`src/rtl/piso_serializer.sv`:
```
// Parallel-in serial-out shifter with valid/ready load, per-word direction and frame tracking.
// Optional feature: define PISO_PARITY_EN to append one even-parity bit after the data bits.
module piso_serializer #(
  parameter int   WIDTH      = 8,
  parameter logic FILL_VALUE = 1'b0
) (
  input  logic             clk,
  input  logic             rst,
  input  logic [WIDTH-1:0] data,
  input  logic             load_valid,
  output logic             load_ready,
  input  logic             msb_first,
  input  logic             shift_en,
  output logic             serial_out,
  output logic             serial_valid,
  output logic             busy,
  output logic             last
);

`ifdef PISO_PARITY_EN
  localparam int FRAME_LEN = WIDTH + 1;
`else
  localparam int FRAME_LEN = WIDTH;
`endif
  localparam int CNT_W = $clog2(FRAME_LEN + 1);

  typedef enum logic {IDLE, SHIFT} state_t;

  state_t               state;
  logic [FRAME_LEN-1:0] shreg;
  logic [CNT_W-1:0]     count;
  logic                 dir;
  logic                 accept;
  logic [FRAME_LEN-1:0] load_word;

  // The parity bit sits at the far end so it leaves after all data bits in either direction.
  always_comb begin
`ifdef PISO_PARITY_EN
    load_word = msb_first ? {data, ^data} : {^data, data};
`else
    load_word = data;
`endif
  end

  assign last         = (state == SHIFT) && (count == CNT_W'(FRAME_LEN - 1));
  assign load_ready   = (state == IDLE) | (last & shift_en);
  assign accept       = load_valid & load_ready;
  assign serial_valid = (state == SHIFT);
  assign busy         = serial_valid;
  assign serial_out   = serial_valid ? (dir ? shreg[FRAME_LEN-1] : shreg[0]) : FILL_VALUE;

  // NOTE: sequential state uses non-blocking assignments so every register sees pre-edge values.
  always_ff @(posedge clk or posedge rst) begin
    if (rst) begin
      state <= IDLE;
      shreg <= {FRAME_LEN{FILL_VALUE}};
      count <= '0;
      dir   <= 1'b0;
    end else if (accept) begin
      // A load in the last-bit cycle takes priority, giving back-to-back frames with no gap.
      state <= SHIFT;
      shreg <= load_word;
      count <= '0;
      dir   <= msb_first;
    end else if ((state == SHIFT) && shift_en) begin
      if (last) begin
        state <= IDLE;
        shreg <= {FRAME_LEN{FILL_VALUE}};
        count <= '0;
      end else begin
        shreg <= dir ? {shreg[FRAME_LEN-2:0], FILL_VALUE}
                     : {FILL_VALUE, shreg[FRAME_LEN-1:1]};
        count <= count + CNT_W'(1);
      end
    end
  end

endmodule
```
`config.mk`:
```
export PLATFORM = sky130hd
export DESIGN_NAME = piso_serializer
export DESIGN_NICKNAME = d
export VERILOG_FILES = /design/src/rtl/piso_serializer.sv
export SDC_FILE = /design/constraint.sdc
export NUM_CORES = 1
export LEC_CHECK = 0
export CORE_ASPECT_RATIO = 2
export CORE_MARGIN = 1
export CORE_UTILIZATION = 30
export CTS_CLUSTER_SIZE = 12
export DETAILED_ROUTE_END_ITERATION = 6
export SETUP_SLACK_MARGIN = 0.4
export SLEW_MARGIN = 20
export SYNTH_ARGS = -nofsm -noshare
export SYNTH_HDL_FRONTEND = slang
export SYNTH_SLANG_ARGS = --single-unit
```
`constraint.sdc`:
```
create_clock -name clk -period 2.6 [get_ports clk]
set_clock_uncertainty 0.15 [all_clocks]
set_input_delay 0.65 -clock clk [delete_from_list [all_inputs] [get_ports clk]]
set_output_delay 0.65 -clock clk [all_outputs]
set_load 0.1 [all_outputs]
```
==> results of run 1 <==
-- power by group through the flow --
stage / Combinational [mW] / Sequential (mW) / Clock, mW
2_1_floorplan: 0.391 / 0.379 / 0
3_3_place_gp: 0.529 / 0.404 / 0
3_5_place_dp: 0.536 / 0.410 / 0
4_1_cts: 0.561 / 0.416 / 0.192
5_1_grt: 0.597 / 0.433 / 0.205
6_report: 0.559 / 0.421 / 0.188
-- worst max-delay path: stages (launching register included) --
cell and delay [ns]:
sky130_fd_sc_hd__dfrtp_2 0.44, sky130_fd_sc_hd__ha_4 0.19, sky130_fd_sc_hd__nand4b_1 0.16, sky130_fd_sc_hd__clkinvlp_4 0.13, sky130_fd_sc_hd__buf_12 0.17
-- how the worst max path moves through the flow --
stage	endpoint	slack, ns	cells past startpoint
floorplan	serial_out	0.35	3
global placement	load_ready	0.10	4
detailed placement	load_ready	0.10	4
CTS	last	0.42	4
global route	last	0.40	4
finish	last	0.46	4
-- through the flow --
stage / utilization / hold WS (ns)
global route: 0.4500 / 0.4050
detailed placement: 0.4163 / 0.3602
CTS: 0.4490 / 0.3746
floorplan: - / 0.3270
finish: 0.4500 / 0.3694
global placement: 0.4163 / 0.3597
-- flip-flops by register name (all words and copies together) (netlist names) --
signal / count
busy: 1
count: 4
dir: 1
shreg: 8
-- cells in the final DEF (no fill, tap or decap), drive strengths merged, types with 2 or more instances in the layout --
| cell | instances |
|---|---|
| o22a | 2 |
| nor2 | 2 |
| a41o | 2 |
| nand2b | 2 |
| buf | 10 |
| o21ai | 3 |
| o221ai | 6 |
| nand3 | 3 |
| clkdlybuf4s50 | 11 |
| nand4b | 2 |
| clkbuf | 4 |
| a21oi | 4 |
| mux2i | 8 |
| dfrtp | 14 |
| nand2 | 12 |
| inv | 12 |
-- kinds of logic (layout without fill, tap and decap cells) --
group	Yosys count	count (layout)
buffers and inverters	17	39
flip-flops	14	14
AO/OA/AOI/OAI	21	21
AND/OR/NAND/NOR	27	27
adder cells (fa/ha/maj)	1	1
multiplexers	9	9
-- final cells by class --
| cell class | instances | area (sq um) | share of cell area |
|---|---|---|---|
| tap | 28 | 35.03 | 0.02991 |
| sequential | 14 | 356.6 | 0.3045 |
| multi-input combinational | 58 | 450.4 | 0.3846 |
| clock buffer | 4 | 45.04 | 0.03846 |
| inverter | 13 | 52.55 | 0.04487 |
| timing repair buffer | 22 | 231.5 | 0.1977 |
-- what timing repair did --
| action | CTS | global route |
|---|---|---|
| setup buffers | 2 | 0 |
| hold buffers | 0 | 0 |
| endpoints found under the hold margin | 0 | 0 |
| endpoints found under the setup margin | 2 | 1 |
| gates resized for setup | 5 | 2 |
-- metal layers --
metal | vias up | wire length (um) | global-route usage
met5 | - | 0 | 0
met4 | 0 | 63 | 0.1138
met3 | 6 | 70 | 0.008746
met2 | 25 | 1137 | 0.2683
li1 | 361 | - | -
met1 | 379 | 716 | 0.1629
==> results.md, run 1 <==
- The die covers about 3000 sq um.
- The launch point of the worst hold path is shreg[2].
- The area of all placed cells without fillers is between 1000 and 1500 sq um.
- Of the total power, combinational logic draws 0.479.
- The repair_antennas step left the layout with diodes totalling 0.
- The actual transition at the worst max-transition pin is between 0.5 and 0.6 ns.
- The total count of max-transition violations in the final report is 0.
- Of the total synthesized cell area, the portion taken by XOR and XNOR cells is 0.
- In the global route stage, overall resource usage came out at 0.1568.
- The hold violation count in the final report was 0.
- The average size of a mapped cell is approximately 9.4 sq um.
- The number of distinct library cells after synthesis is 28.
- Global routing finished with a remaining overflow of 0.
- The congestion estimate from routability-driven global placement came to 0.7952.
- The number of fill cells in the layout is 270.
- After detailed routing, the average wire length per cell comes to 14.29 um.
- The worst supply voltage drop on vdd is between 0.4 and 0.5 mV.
- For the worst setup path, the data arrival time is about 1.3 ns.
- Synthesis inferred 14 register bits.
- In the synthesized netlist the dominant register cell turns out to be sky130_fd_sc_hd__dfrtp_1.
- The fraction of the mapped netlist area in compound gates came to 0.1946.
- The area fraction in and, or, nand and nor cells after synthesis is 0.1766.
- The detailed-routing iteration count for the pre-antenna-repair pass is 4.
- Dividing the detail-routed via count by the number of cells gives between 5 and 6.
- The most area-hungry cell type in the Yosys netlist is sky130_fd_sc_hd__dfrtp_1.
- For this run, design rule violations remaining after detail routing come to 0.
- The count of cells in the finished layout, fillers not included, comes to between 100 and 150.
- The analysis attributes to net switching a power of 0.4922 mW.
- In the synthesized netlist, the number of instances is ~90.
- Summed over all nets, the half-perimeter wirelength after detailed placement is about 1500 um.
- The share of the synthesized area in the top cell type is 0.4192.
- The total of max-cap violations is 0.
- The first global-routing pass estimated ~3300 um of wire.
- In this run the cell area of the synthesized design comes to approximately 840 sq um.
- The endpoint class of the critical path is an output port.
- Power spread over the standard cell area amounts to between 900 and 1000 nW/um^2.
- Of the total power, registers draw 0.360.
- The initialized floorplan defines 26 standard-cell rows.
- The commonest cells after synthesis are sky130_fd_sc_hd__dfrtp_1 (14), sky130_fd_sc_hd__inv_1 (13), sky130_fd_sc_hd__nand2_1 (12), sky130_fd_sc_hd__mux2i_1 (8), sky130_fd_sc_hd__o221ai_1 (6).
- The post-layout minimum cycle time is 2.143 ns.
- The total routed wirelength is slightly below 2000 um.
- The worst max-slew margin expressed relative to the limit is 0.6245.
- The area of the core region is between 2000 and 3000 sq um.
- The launching point of the worst reg2reg path is count[0].
- Dividing the final minimum period by the clock period gives 0.8242.
- TritonCTS built the clock tree.
- The via count is between 700 and 800.
- Entering global routing, the biggest net connects 16 pins.
- The clock passes through at most 2 buffers.
- After the first detailed-routing iteration, the DRC count stood at 12.
- By area, the combinational part of the netlist is dominated by compound AO/OA/AOI/OAI gates.
- The horizontal die dimension is just under 40 um.
- The worst min-delay path endpoint is shreg[2].
- Yosys mapped a number of flops with a built-in enable equal to 0.
- The startpoint-to-endpoint class of the critical path is reg -> out.
- 18 I/O pins were placed.
- Of the total synthesized cell area, the portion taken by full adders, half adders and majority gates is 0.01497.
- For this design the static power due to leakage is 0.5393 nW.
- The area growth from synthesis to layout is 40.12%.
- The initial antenna violation count is 0.
- The worst reg2reg path endpoint is dir.
- The worst path required time is 1.80 ns.
- The maximum clock rate is between 400 and 500 MHz.
- The async set-reset flop share out of synthesis is 1.000.
- The number of global-route vias before repair is between 700 and 800.
- Setup repair after global routing left no endpoint under its margin.
- Sorting the synthesized cells by area gives the leading types as sky130_fd_sc_hd__dfrtp_1 (42%), sky130_fd_sc_hd__mux2i_1 (9.6%), sky130_fd_sc_hd__o221ai_1 (6.3%), sky130_fd_sc_hd__inv_1 (5.8%), sky130_fd_sc_hd__nand2_1 (5.4%).
- Synthesis produced a netlist with a net count of just over 100.
- The final layout contains between 100 and 150 nets.
- The cell count of the worst hold path is 2.
- The run finished with clean final reports.
- The share of cell area taken by muxes after synthesis is 0.1093.
- The clock network latency to the later pin of the worst-skew pair is roughly 0.25 ns.
- The tightest min-delay check is of the reg -> reg type.
- In this run the register-to-register setup slack is 0.90 ns.
- CTS placed an instance of sky130_fd_sc_hd__clkbuf_8 at the clock tree root.
- The internal power component is approximately 0.67 mW.
- The number of cell instances on the worst register-to-register path is 5.
- For this run, the register share of the synthesized area comes to 0.4192.
- The register clock-pin slew on the reported worst setup and hold paths is ~0.06 ns.
- The total negative slack is 0 ns.
- The number of routed nets with antenna violations is 0.
- Prior to clock tree synthesis, the placed netlist has a worst setup slack of 0.1023 ns.
- The number of warnings issued by yosys is 0.
- After detailed placement, the design holds a cell count of ~130.
- CTS built an H-tree with a depth of 1.
- Setup violations remaining at the end of the flow were counted as 0.
- The share of post-route cells with drive strength above 1 is 0.2162.
- The biggest fanout along the worst timing path is 6.
- The worst-case setup margin in the final layout is around 0.46 ns.
- The die height is ~77 um.
- Of the total power, the clock network draws 0.161.
- The count of input and output buffers is 17.
- The most critical setup path has its startpoint at count[0].
- The total cell area at the placement stage is 1084 sq um.
- Clock tree synthesis inserted a total of 3 buffers.
- In the post-synthesis netlist, the cell with the most instances is sky130_fd_sc_hd__dfrtp_1.
- Of the total power, the share spent switching nets is 0.4218.
- The startpoint type of the worst setup path is a flop.
- Total power for the finished layout comes to roughly 1.2 mW.
- The tree built by TritonCTS fans out to 14 sinks.
- For this configuration, the core starts out at a cell density of 0.3212.
Note: power is estimated with default switching activity, not from simulation.
==> run 2, diff against run 1 <==
==> constraint.sdc (replaced) <==
create_clock -name clk -period 1.7 [get_ports clk]
set_clock_uncertainty 0.15 [all_clocks]
set_input_delay 0.425 -clock clk [delete_from_list [all_inputs] [get_ports clk]]
set_output_delay 0.425 -clock clk [all_outputs]
set_load 0.1 [all_outputs]
==> run 2 against run 1 <==
  * The run now ends with setup timing left
  * Critical path type unchanged
  * Wire length up 27%
  * Critical path depth unchanged
  * Largest power group unchanged
  * Worst hold slack worse by 0.12 ns
  * Global-route usage up 3.1 points
  * Register-to-register slack worse by 0.97 ns
  * Via count up 7.8%
  * Final area up 25%
  * Worst setup slack worse by 0.69 ns
  * Clock power up 76%
  * Power up 85%
==> results.md, run 2 (same netlist as run 1, synthesis figures left out) <==
- The largest net degree at the start of global routing is 13 (was 16).
- The internal power component is 1.264 mW (was 0.6746 mW).
- The startpoint-to-endpoint class of the critical path is reg -> out (unchanged).
- The reg2reg setup slack is -0.07 ns (was 0.90 ns).
- The critical path arrival is 1.36 ns (was 1.34 ns).
- The largest delay contributor family on the critical path is flip-flops (unchanged).
- The largest register by flop count was shreg (unchanged).
- The half-perimeter wire length after placement is 1796 um (was 1498 um).
- The number of buffers created by CTS is 3 (unchanged).
- The worst path required time came to 1.12 ns (was 1.80 ns).
- The layout overhead on the synthesized area is 75.45% (was 40.12%).
- The part of the total power dissipated in combinational logic was 0.558 (was 0.479).
- The per-cell via count in the routed design is 5.396 (was 5.547).
- The number of global-route vias before repair is 830 (was 776).
- The power per standard cell area came to 1470 nW/um^2 (was 996.3 nW/um^2).
- The path type of the worst min-delay path is in -> async (was reg -> reg).
- The switching component of the power was 0.8921 mW (was 0.4922 mW).
- The die height is 76.65 um (unchanged).
- The DRC violation total after the first TritonRoute iteration is 18 (was 12).
- The post-place setup slack came to -0.3326 ns (was 0.1023 ns).
- The hold violation count in the final report was 0 (unchanged).
- The clock share of power is 0.154 (was 0.161).
- The number of routed nets with antenna violations is 0 (unchanged).
- The global-route wire length before repair was 3808 um (was 3318 um).
- The count of hold buffers inserted by post-cts repair is 0 (unchanged).
- The clock network latency to the later pin of the worst-skew pair was 0.25 ns (about the same).
- The TritonCTS clock tree is yes (unchanged).
- The global placement routability congestion is 0.7845 (was 0.7952).
- The maximum clock rate is roughly 520 MHz.
- The total negative slack was -0.6137 ns (was 0 ns).
- The total global routing track utilization is 0.1875 (was 0.1568).
- The die area was 3014 sq um (unchanged).
- The count of input and output buffers is 17 (unchanged).
- The checks that failed: setup timing.
- The static leakage power is 0.6668 nW (was 0.5393 nW).
- The effective utilization at floorplan is 0.3212 (unchanged).
- The total of max-cap violations is 0 (unchanged).
- The multi-input gate area in the final layout is 559.3 sq um (was 450.4 sq um).
- The DRC violation count after routing is 0 (unchanged).
- The utilization after layout is 0.5635 (was 0.4500).
- The biggest fanout along the worst timing path came to 3 (was 6).
- Crit-path cells: ha_4 > nand4b_1 > clkinvlp_4 > buf_12 (unchanged).
- The maximum level of the CTS H-tree is 1 (unchanged).
- Of the available clock period, the critical path in the final layout requires 1.136.
- The horizontal die dimension came to 39.32 um (unchanged).
- The initial antenna violation count is 0 (unchanged).
- The area of the core region is 2603 sq um (unchanged).
- The total count of max-transition violations in the final report came to 0 (unchanged).
- The number of core rows came to 26 (unchanged).
- The total cell area at the placement stage is 1190 sq um (was 1084 sq um).
- The worst max-slew margin expressed relative to the limit is 0.7827 (was 0.6245).
- The post-layout minimum cycle time is 1.932 ns.
- The worst supply voltage drop on vdd came to 0.8701 mV (was 0.4094 mV).
- The register clock-pin slew on the reported worst setup and hold paths is 0.06 ns (about the same).
- The number of failing setup endpoints in the final timing report is 6 (was 0).
- The number of buffers between clock root and the deepest sink came to 2 (unchanged).
- The combined buffer and inverter count along the critical path is 2 (unchanged).
- The area of all placed cells without fillers came to 1466 sq um (was 1171 sq um).
- The filler-free cell count of the finished design came to 154 (was 139).
- The cell total after placement is 142 (was 133).
- Largest regs: shreg (8), count (4) (unchanged).
- The final net count is 141 (was 126).
- RSZ-0062 raised after global routing: yes (was no).
- Commonest non-fill, non-tap cells in the layout: sky130_fd_sc_hd__dfrtp_1 (13), sky130_fd_sc_hd__buf_4 (13), sky130_fd_sc_hd__inv_1 (11), sky130_fd_sc_hd__nand2_1 (11), sky130_fd_sc_hd__clkdlybuf4s50_1 (10) (was sky130_fd_sc_hd__inv_1 (12), sky130_fd_sc_hd__nand2_1 (11), sky130_fd_sc_hd__dfrtp_1 (11), sky130_fd_sc_hd__clkdlybuf4s50_1 (11), sky130_fd_sc_hd__mux2i_1 (8)).
- The share of post-route cells with drive strength above 1 is 0.4127 (was 0.2162).
- The number of inserted diodes is 0 (unchanged).
- The total grt overflow is 0 (unchanged).
- The endpoint class of the critical path is an output port (unchanged).
- The switching part of the total power is 0.4138 (was 0.4218).
- The clock sink count is 14 (unchanged).
- The via count is 831 (was 771).
- The stage delay of the slowest cell on the critical path is 0.41 ns (was 0.44 ns).
- The average detailed-routed wire length per instance came to 16.32 um (was 14.29 um).
- The detailed-routing iteration count for the pre-antenna-repair pass was 5 (was 4).
- The sequential group share of total power came to 0.289 (was 0.360).
- The worst-case setup margin in the final layout is -0.2315 ns (was 0.4571 ns).
- The footprint of the flip-flops and latches is 354.1 sq um (was 356.6 sq um).
- The total routed wirelength is 2514 um (was 1987 um).
- The cell at the slowest stage of the critical path is sky130_fd_sc_hd__dfrtp_1 (was sky130_fd_sc_hd__dfrtp_2).
- The number of ports placed on the die boundary is 18 (unchanged).
- The actual transition at the worst max-transition pin is 0.3225 ns (was 0.5626 ns).
- The flip-flop count of the largest register, all copies and words added is 8 (unchanged).
- The startpoint type of the worst setup path is a flop (unchanged).
- The buffer cell driving the clock tree root is sky130_fd_sc_hd__clkbuf_8 (unchanged).
- Result of the run: complete, but fails checks (was finished clean).
- The number of fill cells in the layout is 219 (was 270).
==> run 2: cell count changes in the layout (fill, tap and decap cells not counted), moves of 3 or more <==
cell	before	now
sky130_fd_sc_hd__buf_4	7	13
sky130_fd_sc_hd__buf_6	0	6
sky130_fd_sc_hd__o221ai_2	0	6
sky130_fd_sc_hd__buf_12	3	6
sky130_fd_sc_hd__o221ai_1	6	0
==> run 2: repair_timing <==
item	4_1_cts	5_1_grt
cloned	0	0
pin swaps	15	9
gates resized for setup	26	9
endpoints found under the setup margin	19	18
setup buffers	1	7
==> run 2: power groups by stage <==
stage	sequential (mW)	combinational, mW	clock [mW]
6_report	0.622	1.20	0.331
5_1_grt	0.635	1.30	0.349
4_1_cts	0.615	1.12	0.341
3_5_place_dp	0.604	0.967	0
3_3_place_gp	0.599	0.958	0
2_1_floorplan	0.585	0.615	0
==> run 2: worst register-to-register path: stages, from the launching register on <==
cell and delay [ns]:
sky130_fd_sc_hd__dfrtp_1 0.39, sky130_fd_sc_hd__ha_4 0.18, sky130_fd_sc_hd__nand4b_1 0.19, sky130_fd_sc_hd__buf_4 0.20
sky130_fd_sc_hd__buf_6 0.10, sky130_fd_sc_hd__buf_6 0.10, sky130_fd_sc_hd__a41o_1 0.18, sky130_fd_sc_hd__o22a_1 0.16
==> run 2: metal layers <==
| metal | global-route usage | part of all wire | up-vias | routed length, um |
|---|---|---|---|---|
| met5 | 0 | 0 | - | 0 |
| met4 | 0.1345 | 0.051 | 0 | 129 |
| met3 | 0.02041 | 0.029 | 9 | 73 |
| met2 | 0.3183 | 0.59 | 24 | 1491 |
| met1 | 0.1920 | 0.33 | 408 | 820 |
| li1 | - | - | 390 | - |
==> run 2: through the flow <==
stage | total power [mW] | hold WS, ns
after floorplan | 1.201 | 0.1642
after global placement | 1.557 | 0.3635
after detailed placement | 1.572 | 0.3680
after CTS | 2.079 | 0.2509
after global routing | 2.282 | 0.2654
final | 2.156 | 0.2512
==> run 2: path summary, 6_finish.rpt <==
check,cells after the start,start,endpoint
max,4,count[1],last
min,2,rst,count[1]
max reg2reg,7,count[1],shreg[0]
min reg2reg,2,shreg[4],shreg[4]
max in group asynchronous,3,rst,shreg[0]
min in group clk,2,shreg[4],shreg[4]
==> run 2: area by class of cell <==
type,instances,area share
Clock buffer,4,0.03754
Sequential cell,14,0.2415
Inverter,13,0.04096
Timing Repair Buffer,37,0.2747
Tap cell,28,0.02389
Multi-Input combinational cell,58,0.3814
==> run 3, diff against run 2 <==
--- a/config.mk
+++ b/config.mk
@@ -11,6 +11,7 @@
 export CTS_CLUSTER_SIZE = 12
 export DETAILED_ROUTE_END_ITERATION = 6
 export SETUP_SLACK_MARGIN = 0.4
+export SKIP_CTS_REPAIR_TIMING = 1
 export SLEW_MARGIN = 20
 export SYNTH_ARGS = -nofsm -noshare
 export SYNTH_HDL_FRONTEND = slang
==> run 3 against run 2 <==
  * Register-to-register slack better by 0.11 ns
  * Sequential power down 0.6%
  * Largest cell class unchanged
  * Combinational power down 4%
  * Maximum frequency down 0.27%
  * The flow still finishes with violations (setup timing)
  * Worst setup slack worse by 0.0052 ns
  * Flip-flop and latch count unchanged
  * Utilization down 2.2 points
  * Largest power group unchanged
  * First-iteration DRC count down 11%
  * Worst hold slack worse by 0.0061 ns
  * Sequential share of layout area up 0.99 points
  * Critical path depth unchanged
==> results.md, run 3 (same netlist as run 1, synthesis figures left out) <==
- The maximum clock rate is 516.3 MHz (was 517.7 MHz).
- The endpoint class of the critical path is an output port (unchanged).
- The footprint of the flip-flops and latches came to 354.1 sq um (unchanged).
- The count of input and output buffers is 17 (unchanged).
- The average detailed-routed wire length per instance was 15.57 um (was 16.32 um).
- The worst supply voltage drop on vdd is 0.8481 mV (was 0.8701 mV).
- The DRC violation total after the first TritonRoute iteration is 16 (was 18).
- The initial antenna violation count is 0 (unchanged).
- The half-perimeter wire length after placement is 1796 um (unchanged).
- The number of core rows is 26 (unchanged).
- The number of global-route vias before repair was 785 (was 830).
- The global placement routability congestion came to 0.7845 (unchanged).
- The detailed-routing iteration count for the pre-antenna-repair pass is 4 (was 5).
- The worst max-slew margin expressed relative to the limit is 0.7825 (was 0.7827).
- The startpoint-to-endpoint class of the critical path is reg -> out (unchanged).
- The number of inserted diodes was 0 (unchanged).
- The share of post-route cells with drive strength above 1 came to 0.3750 (was 0.4127).
- Violated checks: setup timing (unchanged).
- The number of fill cells in the layout is 218 (was 219).
- The flip-flop count of the largest register, all copies and words added is 8 (unchanged).
- The most frequent standard cell in the layout excluding fill and tap cells is sky130_fd_sc_hd__dfrtp_1.
- The worst reg2reg path endpoint is shreg[0] (unchanged).
- The via count is 792 (was 831).
- The largest net degree at the start of global routing came to 13 (unchanged).
- The post-place setup slack is -0.3326 ns (unchanged).
- The buffer cell driving the clock tree root is sky130_fd_sc_hd__clkbuf_8 (unchanged).
- The total grt overflow is 0 (unchanged).
- The total of max-cap violations came to 0 (unchanged).
- The number of cell instances on the worst register-to-register path is 5 (was 7).
- The die height is 76.65 um (unchanged).
- The final hold slack is 0.2451 ns (was 0.2512 ns).
- The worst path required time is 1.12 ns (about the same).
- The per-cell via count in the routed design was 5.351 (was 5.396).
- The number of failing setup endpoints in the final timing report came to 3 (was 6).
- The register clock-pin slew on the reported worst setup and hold paths is 0.06 ns (about the same).
- The filler-free cell count of the finished design was 148 (was 154).
- The hold violation count in the final report is 0 (unchanged).
- The power per standard cell area is 1490 nW/um^2 (was 1470 nW/um^2).
- The number of buffers created by CTS was 3 (unchanged).
- The die area came to 3014 sq um (unchanged).
- The static leakage power is 0.6545 nW (was 0.6668 nW).
- Largest regs: shreg (8), count (4) (unchanged).
- The post-layout minimum cycle time is 1.937 ns (was 1.932 ns).
- Result of the run: complete, but fails checks (unchanged).
- The clock network latency to the later pin of the worst-skew pair was 0.26 ns (was 0.25 ns).
- The area of the core region is 2603 sq um (unchanged).
- The launching point of the worst reg2reg path is busy (was count[1]).
- The total count of max-transition violations in the final report is 0 (unchanged).
- The total negative slack is -0.4789 ns (was -0.6137 ns).
- The path type of the worst min-delay path is in -> async (unchanged).
- The total global routing track utilization is 0.1751 (was 0.1875).
- The critical path arrival is 1.36 ns (about the same).
- The effective utilization at floorplan is 0.3212 (unchanged).
- The total power of the final layout is 2.100 mW (was 2.156 mW).
- The maximum level of the CTS H-tree came to 1 (unchanged).
- The horizontal die dimension is 39.32 um (unchanged).
- The actual transition at the worst max-transition pin came to 0.3229 ns (was 0.3225 ns).
- The cell total after placement is 142 (unchanged).
- The utilization after layout is 0.5413 (was 0.5635).
- The portion of the clock cycle consumed by the worst path in the final layout came to 1.139 (was 1.136).
- The clock sink count is 14 (unchanged).
- The DRC violation count after routing is 0 (unchanged).
- The TritonCTS clock tree is yes (unchanged).
- The layout overhead on the synthesized area was 68.56% (was 75.45%).
- RSZ-0062 raised after global routing: yes (unchanged).
- The number of buffers between clock root and the deepest sink was 2 (unchanged).
- The largest register by flop count is shreg (unchanged).
- The number of ports placed on the die boundary is 18 (unchanged).
- The worst setup path startpoint is count[1] (unchanged).
- The total routed wirelength is 2304 um (was 2514 um).
- The biggest fanout along the worst timing path is 3 (unchanged).
- The total cell area at the placement stage is 1190 sq um (unchanged).
- The global-route wire length before repair is 3553 um (was 3808 um).
- The worst-case setup margin in the final layout was -0.2367 ns (was -0.2315 ns).
- The final net count came to 135 (was 141).
- The number of routed nets with antenna violations is 0 (unchanged).
- Commonest non-fill, non-tap cells in the layout: sky130_fd_sc_hd__dfrtp_1 (13), sky130_fd_sc_hd__inv_1 (11), sky130_fd_sc_hd__nand2_1 (11), sky130_fd_sc_hd__clkdlybuf4s50_1 (10), sky130_fd_sc_hd__buf_4 (10) (was sky130_fd_sc_hd__dfrtp_1 (13), sky130_fd_sc_hd__buf_4 (13), sky130_fd_sc_hd__inv_1 (11), sky130_fd_sc_hd__nand2_1 (11), sky130_fd_sc_hd__clkdlybuf4s50_1 (10)).
- The reg2reg setup slack is 0.04 ns (was -0.07 ns).
- The multi-input gate area in the final layout is 553.0 sq um (was 559.3 sq um).
- The startpoint type of the worst setup path is a flop (unchanged).
- The endpoint of the worst setup timing path is last (unchanged).
- The area of all placed cells without fillers is 1409 sq um (was 1466 sq um).
-- run 3: how the worst min path moves through the flow --
stage | from | slack [ns] | cells past startpoint | to
floorplan | rst | 0.16 | 1 | count[0]
global placement | shreg[1] | 0.36 | 2 | shreg[1]
detailed placement | shreg[3] | 0.37 | 2 | shreg[3]
CTS | rst | 0.25 | 2 | count[0]
global route | rst | 0.26 | 2 | count[1]
finish | rst | 0.25 | 2 | count[1]
-- run 3: worst max-delay path, stage by stage (launching register included) --
cell and delay (ns):
sky130_fd_sc_hd__dfrtp_1 0.41, sky130_fd_sc_hd__ha_4 0.19, sky130_fd_sc_hd__nand4b_1 0.18, sky130_fd_sc_hd__clkinvlp_4 0.14, sky130_fd_sc_hd__buf_12 0.17
-- run 3: where the power goes --
part / switching (mW) / internal, mW / total, mW
sequential: 0.148 / 0.470 / 0.618
combinational: 0.593 / 0.554 / 1.15
clock: 0.128 / 0.206 / 0.334
total: 0.869 / 1.23 / 2.10
-- run 3: layout make-up --
type / instances / share of cell area
multi-input combinational: 58 / 0.3925
sequential: 14 / 0.2513
timing repair buffer: 31 / 0.2513
tap: 28 / 0.02487
inverter: 13 / 0.04085
clock buffer: 4 / 0.03908
-- run 3: metal layers --
metal / share of wire / vias to the layer above / track usage / routed length [um]
li1: - / 381 / - / -
met2: 0.60 / 16 / 0.3117 / 1378
met4: 0.033 / 0 / 0.1138 / 75
met3: 0.029 / 6 / 0.01749 / 67
met1: 0.34 / 389 / 0.1705 / 782
met5: 0 / - / 0 / 0
